`config.mk`:
```
export PLATFORM = sky130hd
export DESIGN_NAME = crossover_ctrl
export DESIGN_NICKNAME = d
export VERILOG_FILES = /design/src/rtl/ga_pkg.sv /design/src/rtl/ga_lfsr16.sv /design/src/rtl/crossover_ctrl.sv
export SDC_FILE = /design/constraint.sdc
export NUM_CORES = 1
export LEC_CHECK = 0
export CAP_MARGIN = 5
export CORE_AREA = 2 2 190 192
export DETAILED_ROUTE_END_ITERATION = 10
export DIE_AREA = 0 0 192 194
export GPL_ROUTABILITY_DRIVEN = 0
export PLACE_DENSITY = 0.77
export SLEW_MARGIN = 30
export SYNTH_ARGS = -nofsm -noshare
export SYNTH_HDL_FRONTEND = slang
export SYNTH_SLANG_ARGS = --single-unit
```
`constraint.sdc`:
```
create_clock -name clk -period 5.29 [get_ports clk]
set_input_delay 1.587 -clock clk [delete_from_list [all_inputs] [get_ports clk]]
set_output_delay 1.587 -clock clk [all_outputs]
set_load 0.02 [all_outputs]
```
`src/rtl/ga_pkg.sv`:
```
// Shared constants and types for the genetic-algorithm pipeline blocks.
// Imported by the LFSR, the crossover controller and the mutation stage.
package ga_pkg;

    localparam int unsigned GENE_LEN   = 12;
    localparam int unsigned CHAR_WIDTH = 8;

    localparam logic [15:0] LFSR_SEED = 16'hACE1;
    // Taps at bits 15, 13, 12 and 10.
    localparam logic [15:0] LFSR_TAPS = 16'hB400;

    typedef logic [CHAR_WIDTH-1:0] gene_char_t;

    function automatic logic lfsr_feedback(input logic [15:0] cur);
        return ^(cur & LFSR_TAPS);
    endfunction

endpackage

```
`src/rtl/ga_lfsr16.sv`:
```
// Free-running 16-bit Fibonacci LFSR, shared by the GA blocks.
// Advances every cycle; synchronous reset reloads the seed.
module ga_lfsr16
    import ga_pkg::*;
(
    input  logic        clk,
    input  logic        rst,
    output logic [15:0] state
);

    logic [15:0] state_q;

    always_ff @(posedge clk) begin
        if (rst) begin
            state_q <= LFSR_SEED;
        end else begin
            state_q <= {state_q[14:0], lfsr_feedback(state_q)};
        end
    end

    assign state = state_q;

endmodule

```
`src/rtl/crossover_ctrl.sv`:
```
// Single-point crossover of two parent genes, followed by a handshake with the
// mutation stage guarded by a watchdog.
module crossover_ctrl #(
    parameter int unsigned GENE_LEN   = ga_pkg::GENE_LEN,
    parameter int unsigned CHAR_WIDTH = ga_pkg::CHAR_WIDTH,
    parameter int unsigned TIMEOUT    = 255
) (
    input  logic                           clk,
    input  logic                           rst,
    input  logic                           start,
    input  logic [GENE_LEN*CHAR_WIDTH-1:0] parent_a,
    input  logic [GENE_LEN*CHAR_WIDTH-1:0] parent_b,
    output logic [GENE_LEN*CHAR_WIDTH-1:0] child_out,
    output logic                           mut_start,
    input  logic                           mut_done,
    input  logic [GENE_LEN*CHAR_WIDTH-1:0] mutant_in,
    output logic [GENE_LEN*CHAR_WIDTH-1:0] result_out,
    output logic [3:0]                     point_out,
    output logic                           busy,
    output logic                           done,
    output logic                           err
);

    import ga_pkg::*;

    localparam int unsigned GeneW = GENE_LEN * CHAR_WIDTH;
    localparam int unsigned WdW   = $clog2(TIMEOUT + 1);

    localparam logic [2:0] StIdle    = 3'd0;
    localparam logic [2:0] StBuild   = 3'd1;
    localparam logic [2:0] StHandoff = 3'd2;
    localparam logic [2:0] StWaitMut = 3'd3;
    localparam logic [2:0] StFinish  = 3'd4;

    logic [2:0]       state_q,  state_d;
    logic [3:0]       idx_q,    idx_d;
    logic [3:0]       point_q,  point_d;
    logic [WdW-1:0]   wd_q,     wd_d;
    logic [GeneW-1:0] pa_q,     pa_d;
    logic [GeneW-1:0] pb_q,     pb_d;
    logic [GeneW-1:0] child_q,  child_d;
    logic [GeneW-1:0] result_q, result_d;
    logic             err_q,    err_d;

    logic [15:0] lfsr;
    logic [3:0]  lfsr_point;
    logic        unused_lfsr;

    ga_lfsr16 u_lfsr (
        .clk   (clk),
        .rst   (rst),
        .state (lfsr)
    );

    assign unused_lfsr = ^lfsr[15:4];

    // Fold the 4-bit random value into 0..GENE_LEN-1.
    always_comb begin
        lfsr_point = lfsr[3:0];
        if (32'(lfsr[3:0]) >= GENE_LEN) begin
            lfsr_point = lfsr[3:0] - 4'(GENE_LEN);
        end
    end

    always_comb begin
        state_d  = state_q;
        idx_d    = idx_q;
        point_d  = point_q;
        wd_d     = wd_q;
        pa_d     = pa_q;
        pb_d     = pb_q;
        child_d  = child_q;
        result_d = result_q;
        err_d    = err_q;

        case (state_q)
            StIdle: begin
                if (start) begin
                    pa_d    = parent_a;
                    pb_d    = parent_b;
                    point_d = lfsr_point;
                    idx_d   = '0;
                    err_d   = 1'b0;
                    state_d = StBuild;
                end
            end

            StBuild: begin
                if (idx_q < point_q) begin
                    child_d[32'(idx_q)*CHAR_WIDTH +: CHAR_WIDTH] =
                        pa_q[32'(idx_q)*CHAR_WIDTH +: CHAR_WIDTH];
                end else begin
                    child_d[32'(idx_q)*CHAR_WIDTH +: CHAR_WIDTH] =
                        pb_q[32'(idx_q)*CHAR_WIDTH +: CHAR_WIDTH];
                end
                if (idx_q == 4'(GENE_LEN - 1)) begin
                    idx_d   = '0;
                    state_d = StHandoff;
                end else begin
                    idx_d = idx_q + 4'd1;
                end
            end

            StHandoff: begin
                wd_d    = '0;
                state_d = StWaitMut;
            end

            StWaitMut: begin
                // A completion in the final watchdog cycle still counts as success.
                if (mut_done) begin
                    result_d = mutant_in;
                    state_d  = StFinish;
                end else if (wd_q == WdW'(TIMEOUT - 1)) begin
                    result_d = child_q;
                    err_d    = 1'b1;
                    state_d  = StFinish;
                end else begin
                    wd_d = wd_q + 1'b1;
                end
            end

            StFinish: begin
                state_d = StIdle;
            end

            default: begin
                state_d = StIdle;
            end
        endcase
    end

    always_ff @(posedge clk) begin
        if (rst) begin
            state_q  <= StIdle;
            idx_q    <= '0;
            point_q  <= '0;
            wd_q     <= '0;
            pa_q     <= '0;
            pb_q     <= '0;
            child_q  <= '0;
            result_q <= '0;
            err_q    <= 1'b0;
        end else begin
            state_q  <= state_d;
            idx_q    <= idx_d;
            point_q  <= point_d;
            wd_q     <= wd_d;
            pa_q     <= pa_d;
            pb_q     <= pb_d;
            child_q  <= child_d;
            result_q <= result_d;
            err_q    <= err_d;
        end
    end

    assign child_out  = child_q;
    assign result_out = result_q;
    assign point_out  = point_q;
    assign err        = err_q;
    assign busy       = (state_q != StIdle);
    assign mut_start  = (state_q == StHandoff);
    assign done       = (state_q == StFinish);

endmodule

```
* Word level (Yosys, flattened, before mapping)
Cells that the tools add are included.
** Word-level totals
- Register bits after elaboration :: 420
- Bits in latches :: 0
- RAM bits :: 0
- Bits in read-only memories :: 0
- Input bits :: 292
- Output and inout port bits :: 200
- Memories :: 0
** Operators by class
- Add/sub/neg operators :: 4
- Multipliers :: 0
- Div/mod/pow operators :: 0
- $lt $le $gt $ge :: 2
- Equal/unequal tests :: 12
- Shift-type cells :: 5
- Muxes and demuxes :: 21
- Bitwise gates (word level) :: 0
- Reductions and logical operators :: 13
** Operators by type and width (count)
- $mux W96 :: 3
- $bwmux W96 :: 2
- $shiftx A8 B34 Y96 :: 2
- $shiftx A96 B8 Y8 :: 2
- $shift A8 B34 Y96 const A :: 1
- $neg A7 Y34 :: 1
- $mux W8 :: 2
- $pmux W8 S2 :: 1
- $reduce_xor A16 Y1 :: 1
- $mux W3 :: 4
- $mux W4 :: 3
- $pmux W3 S4 :: 1
- $ne A2 B2 Y1 const B :: 5
- $add A8 B1 Y8 const B :: 1
- $eq A8 B8 Y1 const B :: 1
- $pmux W4 S2 :: 1
- $reduce_bool A2 Y1 :: 4
- $eq A3 B2 Y1 const B :: 2
- $reduce_and A2 Y1 :: 3
- $reduce_and A3 Y1 :: 2
- $add A4 B1 Y4 const B :: 1
- $eq A4 B4 Y1 const B :: 1
- $ge A4 B4 Y1 const B :: 1
- $lt A4 B4 Y1 :: 1
- other kinds (9) :: 11

* Longest topological paths before layout
Gate-level depths: netlist (run 1).
- Depth after elaboration :: 4
- Mapped depth :: 12
- Mapped depth without buffers :: 9

* Hierarchy
Synthesis (run 1) repeated with hierarchy kept, for this count alone.
** Unflattened totals
- Cells, all modules :: 1973
- Area, all modules :: 17336.6 µm²
** Modules (own cells, without submodules)
- crossover_ctrl :: times used 1, cells an instance 1937, area an instance 16882.4 µm², sequential area each 8087.8 µm²
- ga_lfsr16 :: times used 1, cells an instance 36, area an instance 454.2 µm², sequential area each 320.3 µm²

* Worst setup path before layout (run 1)
OpenSTA, ideal clock, no wires.
- Path type :: input -> register
- From :: in mut_done
- To :: reg result_q[66] (netlist: result_out[66])
- Arrival :: 3.021 ns
- Data required time :: 5.153 ns
- Slack :: 2.131 ns
- Stages :: 5
- Path through :: clkbuf_1 > clkbuf_1 > clkbuf_1 > mux2i_1 > a211oi_1
** Between the ends
- Word-level cells in the longest chain between the ends :: 2
** RTL lines
- from (decl) :: RTL line crossover_ctrl.sv:15 : input logic mut_done,
- $reduce_bool A2 Y1 (no line)
- $reduce_and A2 Y1 (no line)
- to (signal assigned) :: RTL line crossover_ctrl.sv:152 : result_q <= result_d;
- to (decl) :: RTL line crossover_ctrl.sv:42 : logic [GeneW-1:0] result_q, result_d;
Parallel ways exist; a longest one is shown, timed or not.
A chain may end at the register's enable or synchronous reset.

* Worst setup path in the final report (run 1)
- From :: reg idx_q[1]
- To :: reg child_q[15] (netlist: child_out[15])
** Between the ends
- Word-level cells in the longest chain between the ends :: 4
** RTL lines
- from (decl) :: RTL line crossover_ctrl.sv:36 : logic [3:0] idx_q, idx_d;
- from (signal assigned) :: RTL line crossover_ctrl.sv:146 : idx_q <= idx_d;
- $shiftx A96 B8 Y8 (tied with other cells) :: RTL line crossover_ctrl.sv:94 : pb_q[32'(idx_q)*CHAR_WIDTH +: CHAR_WIDTH];
- $shiftx A8 B34 Y96 (tied with other cells) :: RTL line crossover_ctrl.sv:93 : child_d[32'(idx_q)*CHAR_WIDTH +: CHAR_WIDTH] =
- $bwmux W96 (on tied branches) :: RTL line crossover_ctrl.sv:93, crossover_ctrl.sv:90
- $mux W96 (*) :: RTL line crossover_ctrl.sv:89 : if (idx_q < point_q) begin
- to (signal assigned) :: RTL line crossover_ctrl.sv:151 : child_q <= child_d;
- to (decl) :: RTL line crossover_ctrl.sv:41 : logic [GeneW-1:0] child_q, child_d;
Every way passes the cells marked *; elsewhere a longest branch is shown, timed or not.

==> flow_summary.toml, run 1 <==
[floorplanning]
initial_utilization_pct = 48.5
design.die.area_sq_mm = 0.0372
chipWidth_um = 192
design.core.area_sq_mm = 0.0352
ioPinCount = 492
std_cell_rows = 69
die_h_um = 194

[timing]
final_max_slew_viols = 0
setup_clock_skew_after_layout_ns = 0.0150
timing.final.ws_setup_ns = 1.69
fin_crit_ns = 3.60
min_period_over_period_pct = 68.1
final_setup_violations = 0
grt_setup_unrepaired = "no"
max_freq_mhz = 278
worst_pin_slew_ns = 0.930
setup_tns_ns = 0
maxSlewHeadroom_pct = 38.0
timing_hold_violations_final = 0

[placed_design]
placed_cell_area_sq_mm = 0.0223
portBuffers = 491
numPlacedInstances = 2775
pre_cts_slack_ns = 1.44
place.detailed.hpwl_um = 42600

[logic_synthesis]
netlist.top_cell.by_area = "sky130_fd_sc_hd__dfxtp_1"
synth.distinct_cells = 57
synth_edf_count = 0
synthTopCellsByArea = "sky130_fd_sc_hd__dfxtp_1, sky130_fd_sc_hd__nand2_1, sky130_fd_sc_hd__mux2i_1"
post_synth.cell_area_avg_sq_um = 8.80
yosysWarnings = 0
synth-seq-area-share_pct = 49.2
synth-async-reset-ratio_pct = 0
ys_ff_latch = 420
syn_area_sq_mm = 0.0171
netlist.area_leader.share_pct = 49.2
netlist_instances = 1940
synth.most_common_cell = "sky130_fd_sc_hd__nand2_1"
synthTopCellsByCount = "sky130_fd_sc_hd__nand2_1, sky130_fd_sc_hd__dfxtp_1, sky130_fd_sc_hd__a21oi_1, sky130_fd_sc_hd__nor2_1, sky130_fd_sc_hd__mux2i_1"
ys_dominant_reg_cell = "sky130_fd_sc_hd__dfxtp_1"
mappedNetlistNets = 2242

[routing]
vias = 15982
ant_nets = 0
drc = 0
wl_per_cell_um = 20.6
drt-total-wl_um = 58800
avgViaCountPerCell = 5.58
detailedRoute.firstIterationViolations = 1083
firstDrtPassIters = 5

[power_and_ir_drop]
vdd_drop_max_mv = 0.221
power_density_mw_per_mm2 = 327
p_leak_nw = 8.59
total_power_mw = 7.81

[setup_path]
crit_required_ns = 5.68
timing.critical_path.slowest_stage_cell = "sky130_fd_sc_hd__dfxtp_4"
type_of_destination_of_the_critical_path = "flip-flop"
criticalPathCategory = "reg -> reg"
crit_path_start_kind = "flip-flop"
crit_path_cell_trace = "ha_1 -> a2111oi_4 -> nor2_2 -> mux2_4 -> a222oi_1 -> buf_4 -> o41ai_1"
critical_path.max_stage_delay_ns = 0.86
cp_data_arrival_time_ns = 3.99
crit_path_max_fanout = 39

[layout]
total_area_of_multi_input_combinational_cells_sq_mm = 0.00809
seq_area_sq_mm = 0.00841
final-instance-count-excl-fill = 2862
fraction_of_layout_instances_using_a_drive_strength_above_1_pct = 6.68
number_of_nets_in_the_layout = 2662
final_std_cell_area_no_fill_sq_mm = 0.0238
n_fill_cell = 2776
synthToLayoutAreaGrowth_pct = 39.6

[clock_network]
clock_tree.buffer_depth = 3
tritoncts = "built"
cts_post_setup_buffers_inserted = 0
clk_pin_slew_worst_paths_ns = 0.06
clock_latency_late_sink_ns = 0.54
post_cts_hold_buffer_count = 0
post_cts_resized = 0
clock_sink_count = 420
cts_max_level = 2
cts_buffers = 44
clockRootBuffer = "sky130_fd_sc_hd__clkbuf_16"

[global_routing]
grt_antenna_before_repair = 6
number_of_global_route_vias_before_repair = 15151
global_route.overflow_total = 0
grtUsageTotal_pct = 30.3
largest_net_degree_at_the_start_of_global_routing = 114
grt_first_pass_wirelength_um = 87300

[job]
maxCapViolations = 0

[outcome]
outcome = "complete, no violations"

[min_path]
hp-class = "reg -> reg"
[power breakdown]
group | switching, mW | internal, mW | leakage [nW]
clock network | 1.27 | 1.97 | 0.777
logic | 0.618 | 0.511 | 4.39
registers | 0.108 | 3.33 | 3.42
[layout by cell type (no fill, tap or decap), types with 10 or more instances in the layout]
master                            instances
sky130_fd_sc_hd__dfxtp_1                418
sky130_fd_sc_hd__nor2_1                 144
sky130_fd_sc_hd__buf_4                   21
sky130_fd_sc_hd__o22ai_1                 10
sky130_fd_sc_hd__a211oi_1                98
sky130_fd_sc_hd__mux2i_1                132
sky130_fd_sc_hd__clkinv_2                11
sky130_fd_sc_hd__o21ai_0                 53
sky130_fd_sc_hd__a21oi_1                212
sky130_fd_sc_hd__ha_1                    10
sky130_fd_sc_hd__nand3_1                 13
sky130_fd_sc_hd__clkdlybuf4s50_1        489
sky130_fd_sc_hd__nand2_1                493
sky130_fd_sc_hd__inv_1                   10
sky130_fd_sc_hd__clkbuf_16               46
sky130_fd_sc_hd__mux4_2                  32
sky130_fd_sc_hd__a22o_1                  45
sky130_fd_sc_hd__nor2b_1                 12
sky130_fd_sc_hd__clkbuf_8                13
[routing by layer]
| metal | wire (um) | vias up | GRT usage, % |
|---|---|---|---|
| met5 | 14 | - | 0 |
| met4 | 2630 | 2 | 13.1 |
| met3 | 4830 | 117 | 6.12 |
| met2 | 28400 | 685 | 51.7 |
| met1 | 23000 | 7583 | 36.9 |
| li1 | - | 7595 | - |
[per-stage QoR]
step	util, %	hold WS (ns)
CTS	67.6	0.409
global placement	63.2	0.396
detailed placement	63.2	0.395
global route	67.7	0.422
floorplan	-	0.389
finish	67.7	0.409
[worst max-delay path, delay by kind of cell (launching register included)]
kind                     cells  cell delay [ns]
flip-flops                   1             0.86
buffers and inverters        1             0.28
AND/OR/NAND/NOR              1             0.30
multiplexers                 1             0.36
adder cells (fa/ha/maj)      1             0.41
AO/OA/AOI/OAI                3             1.22
[sequential cells by signal, indices dropped and copies added, names as in the netlist]
| signal | flops |
|---|---|
| idx_q | 4 |
| state_q | 3 |
| result_out | 96 |
| err | 1 |
| wd_q | 8 |
| point_out | 4 |
| pb_q | 96 |
| pa_q | 96 |
| child_out | 96 |
| u_lfsr.state | 16 |
[layout make-up]
class	count	area share, %
Inverter	11	0.173
Tap cell	461	2.42
Multi-Input combinational cell	1367	33.9
Timing Repair Buffer	516	21.6
Clock inverter	20	0.908
Sequential cell	420	35.3
Antenna cell	5	0.0525
Clock buffer	62	5.63
[worst paths after layout]
path,start,end,slack [ns],cells after the start
min,u_lfsr.state[9],u_lfsr.state[10],0.41,1
max,idx_q[1],child_out[15],1.69,7
max reg2reg,idx_q[1],child_out[15],1.69,7
min reg2reg,u_lfsr.state[9],u_lfsr.state[10],0.41,1
[cell families (layout without fill, tap and decap cells)]
family	Yosys count	after routing	share of synthesized area, %
AOI/OAI and AO/OA	465	465	17.0
xor gates and xnor gates	10	10	0.513
adders and majority gates	10	10	0.733
buffers and inverters	153	609	3.52
DFF	420	420	49.2
muxes	166	166	12.1
other	0	5	0
and+or+nand+nor	716	716	16.9
Note: power is estimated with default switching activity, not from simulation.
==> run 2: changes to the inputs <==
CORE_AREA = unset   (was 2 2 190 192)
CORE_UTILIZATION = 43   (was unset)
DIE_AREA = unset   (was 0 0 192 194)
PLACE_DENSITY = 0.72   (was 0.77)
clock period = 3.1 ns   (was 5.29 ns; I/O delays follow)
==> flow_summary.toml, run 2 (synthesis gave the netlist of run 1 again) <==
[outcome]
outcome = "complete, no violations"

[setup_path]
type_of_destination_of_the_critical_path = "primary output"
crit_required_ns = 2.17
crit_path_start_kind = "flip-flop"
criticalPathCategory = "reg -> out"
cp_data_arrival_time_ns = 2.00
crit_path_max_fanout = 8

[routing]
drc = 0
vias = 15884
detailedRoute.firstIterationViolations = 1108
drt-total-wl_um = 59700
ant_nets = 0
wl_per_cell_um = 20.4
firstDrtPassIters = 5
avgViaCountPerCell = 5.41

[timing]
min_period_over_period_pct = 94.5
final_setup_violations = 0
maxSlewHeadroom_pct = 41.1
fin_crit_ns = 2.93
setup_clock_skew_after_layout_ns = 0.0102
worst_pin_slew_ns = 0.884
setup_tns_ns = 0
final_max_slew_viols = 0
max_freq_mhz = 341
timing_hold_violations_final = 0
grt_setup_unrepaired = "no"

[layout]
layout.cells.most_common_list = "sky130_fd_sc_hd__nand2_1, sky130_fd_sc_hd__clkdlybuf4s50_1, sky130_fd_sc_hd__dfxtp_1"
final-instance-count-excl-fill = 2934
synthToLayoutAreaGrowth_pct = 42.3
number_of_nets_in_the_layout = 2679
most_common_library_cell_in_the_layout_ignoring_fill_and_taps = "sky130_fd_sc_hd__nand2_1"
fraction_of_layout_instances_using_a_drive_strength_above_1_pct = 7.54
total_area_of_multi_input_combinational_cells_sq_mm = 0.00813
seq_area_sq_mm = 0.00841
n_fill_cell = 3289

[global_routing]
grt_antenna_before_repair = 1
global_route.overflow_total = 0
number_of_global_route_vias_before_repair = 15361
grt_first_pass_wirelength_um = 89600
grtUsageTotal_pct = 28.6
largest_net_degree_at_the_start_of_global_routing = 121

[clock_network]
post_cts_hold_buffer_count = 0
clockRootBuffer = "sky130_fd_sc_hd__clkbuf_16"
clk_pin_slew_worst_paths_ns = 0.06
clock_tree.buffer_depth = 3
tritoncts = "built"
clock_latency_late_sink_ns = 0.55
clock_sink_count = 420
post_cts_resized = 0
cts_post_setup_buffers_inserted = 0
cts_buffers = 45
cts_max_level = 2

[floorplanning]
std_cell_rows = 72
design.core.area_sq_mm = 0.0389
ioPinCount = 492
initial_utilization_pct = 43.9
chipWidth_um = 201
die_h_um = 201
design.die.area_sq_mm = 0.0405

[job]
maxCapViolations = 0

[placed_design]
place.detailed.hpwl_um = 44600
numPlacedInstances = 2848
portBuffers = 491

[power_and_ir_drop]
power_density_mw_per_mm2 = 573
p_leak_nw = 8.79
vdd_drop_max_mv = 0.387

[min_path]
hp-class = "reg -> reg"
run 2: cell types whose count changed in the layout (fill, tap and decap cells not counted), sizes merged:
cell,before,now
bufinv,4,9
buf,27,43
clkinvlp,2,0
clkinv,13,9
diode,5,2
clkbuf,62,65
run 2: critical path, cell delays in order (launching register included):
cell and delay [ns]:
sky130_fd_sc_hd__dfxtp_1 0.36, sky130_fd_sc_hd__or3_1 0.47, sky130_fd_sc_hd__clkdlybuf4s50_1 0.61
run 2: routing by layer:
metal / global-route usage (%) / part of all wire, %
met5: 0 / 0
met4: 10.6 / 3.6
met3: 4.71 / 6.6
met2: 49.5 / 49
met1: 35.7 / 41
run 2: stage by stage:
step	setup WS, ns	area [sq um]	util (%)	hold WS [ns]	power [mW]
5_1_grt	0.0635	24300	62.4	0.414	14.4
3_3_place_gp	0.407	22600	58.0	0.392	7.93
4_1_cts	0.148	24300	62.4	0.409	14.0
3_5_place_dp	0.333	22600	58.0	0.394	7.97
6_report	0.171	24300	62.4	0.405	13.9
2_1_floorplan	0.333	17100	-	0.389	7.03
run 2: area by class of cell:
cell class                 count  area share, %
antenna                        2         0.0206
clock buffer                  65           5.70
clock inverter                19           1.35
inverter                      11          0.170
multi-input combinational   1367           33.4
sequential                   420           34.6
tap                          518           2.67
timing repair buffer         532           22.0
run 2: worst paths after layout:
path	start	to	slack, ns	cells past startpoint
setup / recovery	state_q[2]	busy	0.17	2
hold / removal	u_lfsr.state[4]	u_lfsr.state[5]	0.40	1
setup reg to reg	idx_q[1]	child_out[67]	0.31	10
hold reg to reg	u_lfsr.state[4]	u_lfsr.state[5]	0.40	1
run 2: power breakdown:
group          switching [mW]  internal, mW
logic                    1.11         0.916
clock network            2.21          3.85
registers               0.159          5.68
==> run 3: changes to the inputs <==
HOLD_SLACK_MARGIN = 0.1   (was unset)
==> results of run 3 <==
Final layout, timing and power as in run 2 (identical DEF).
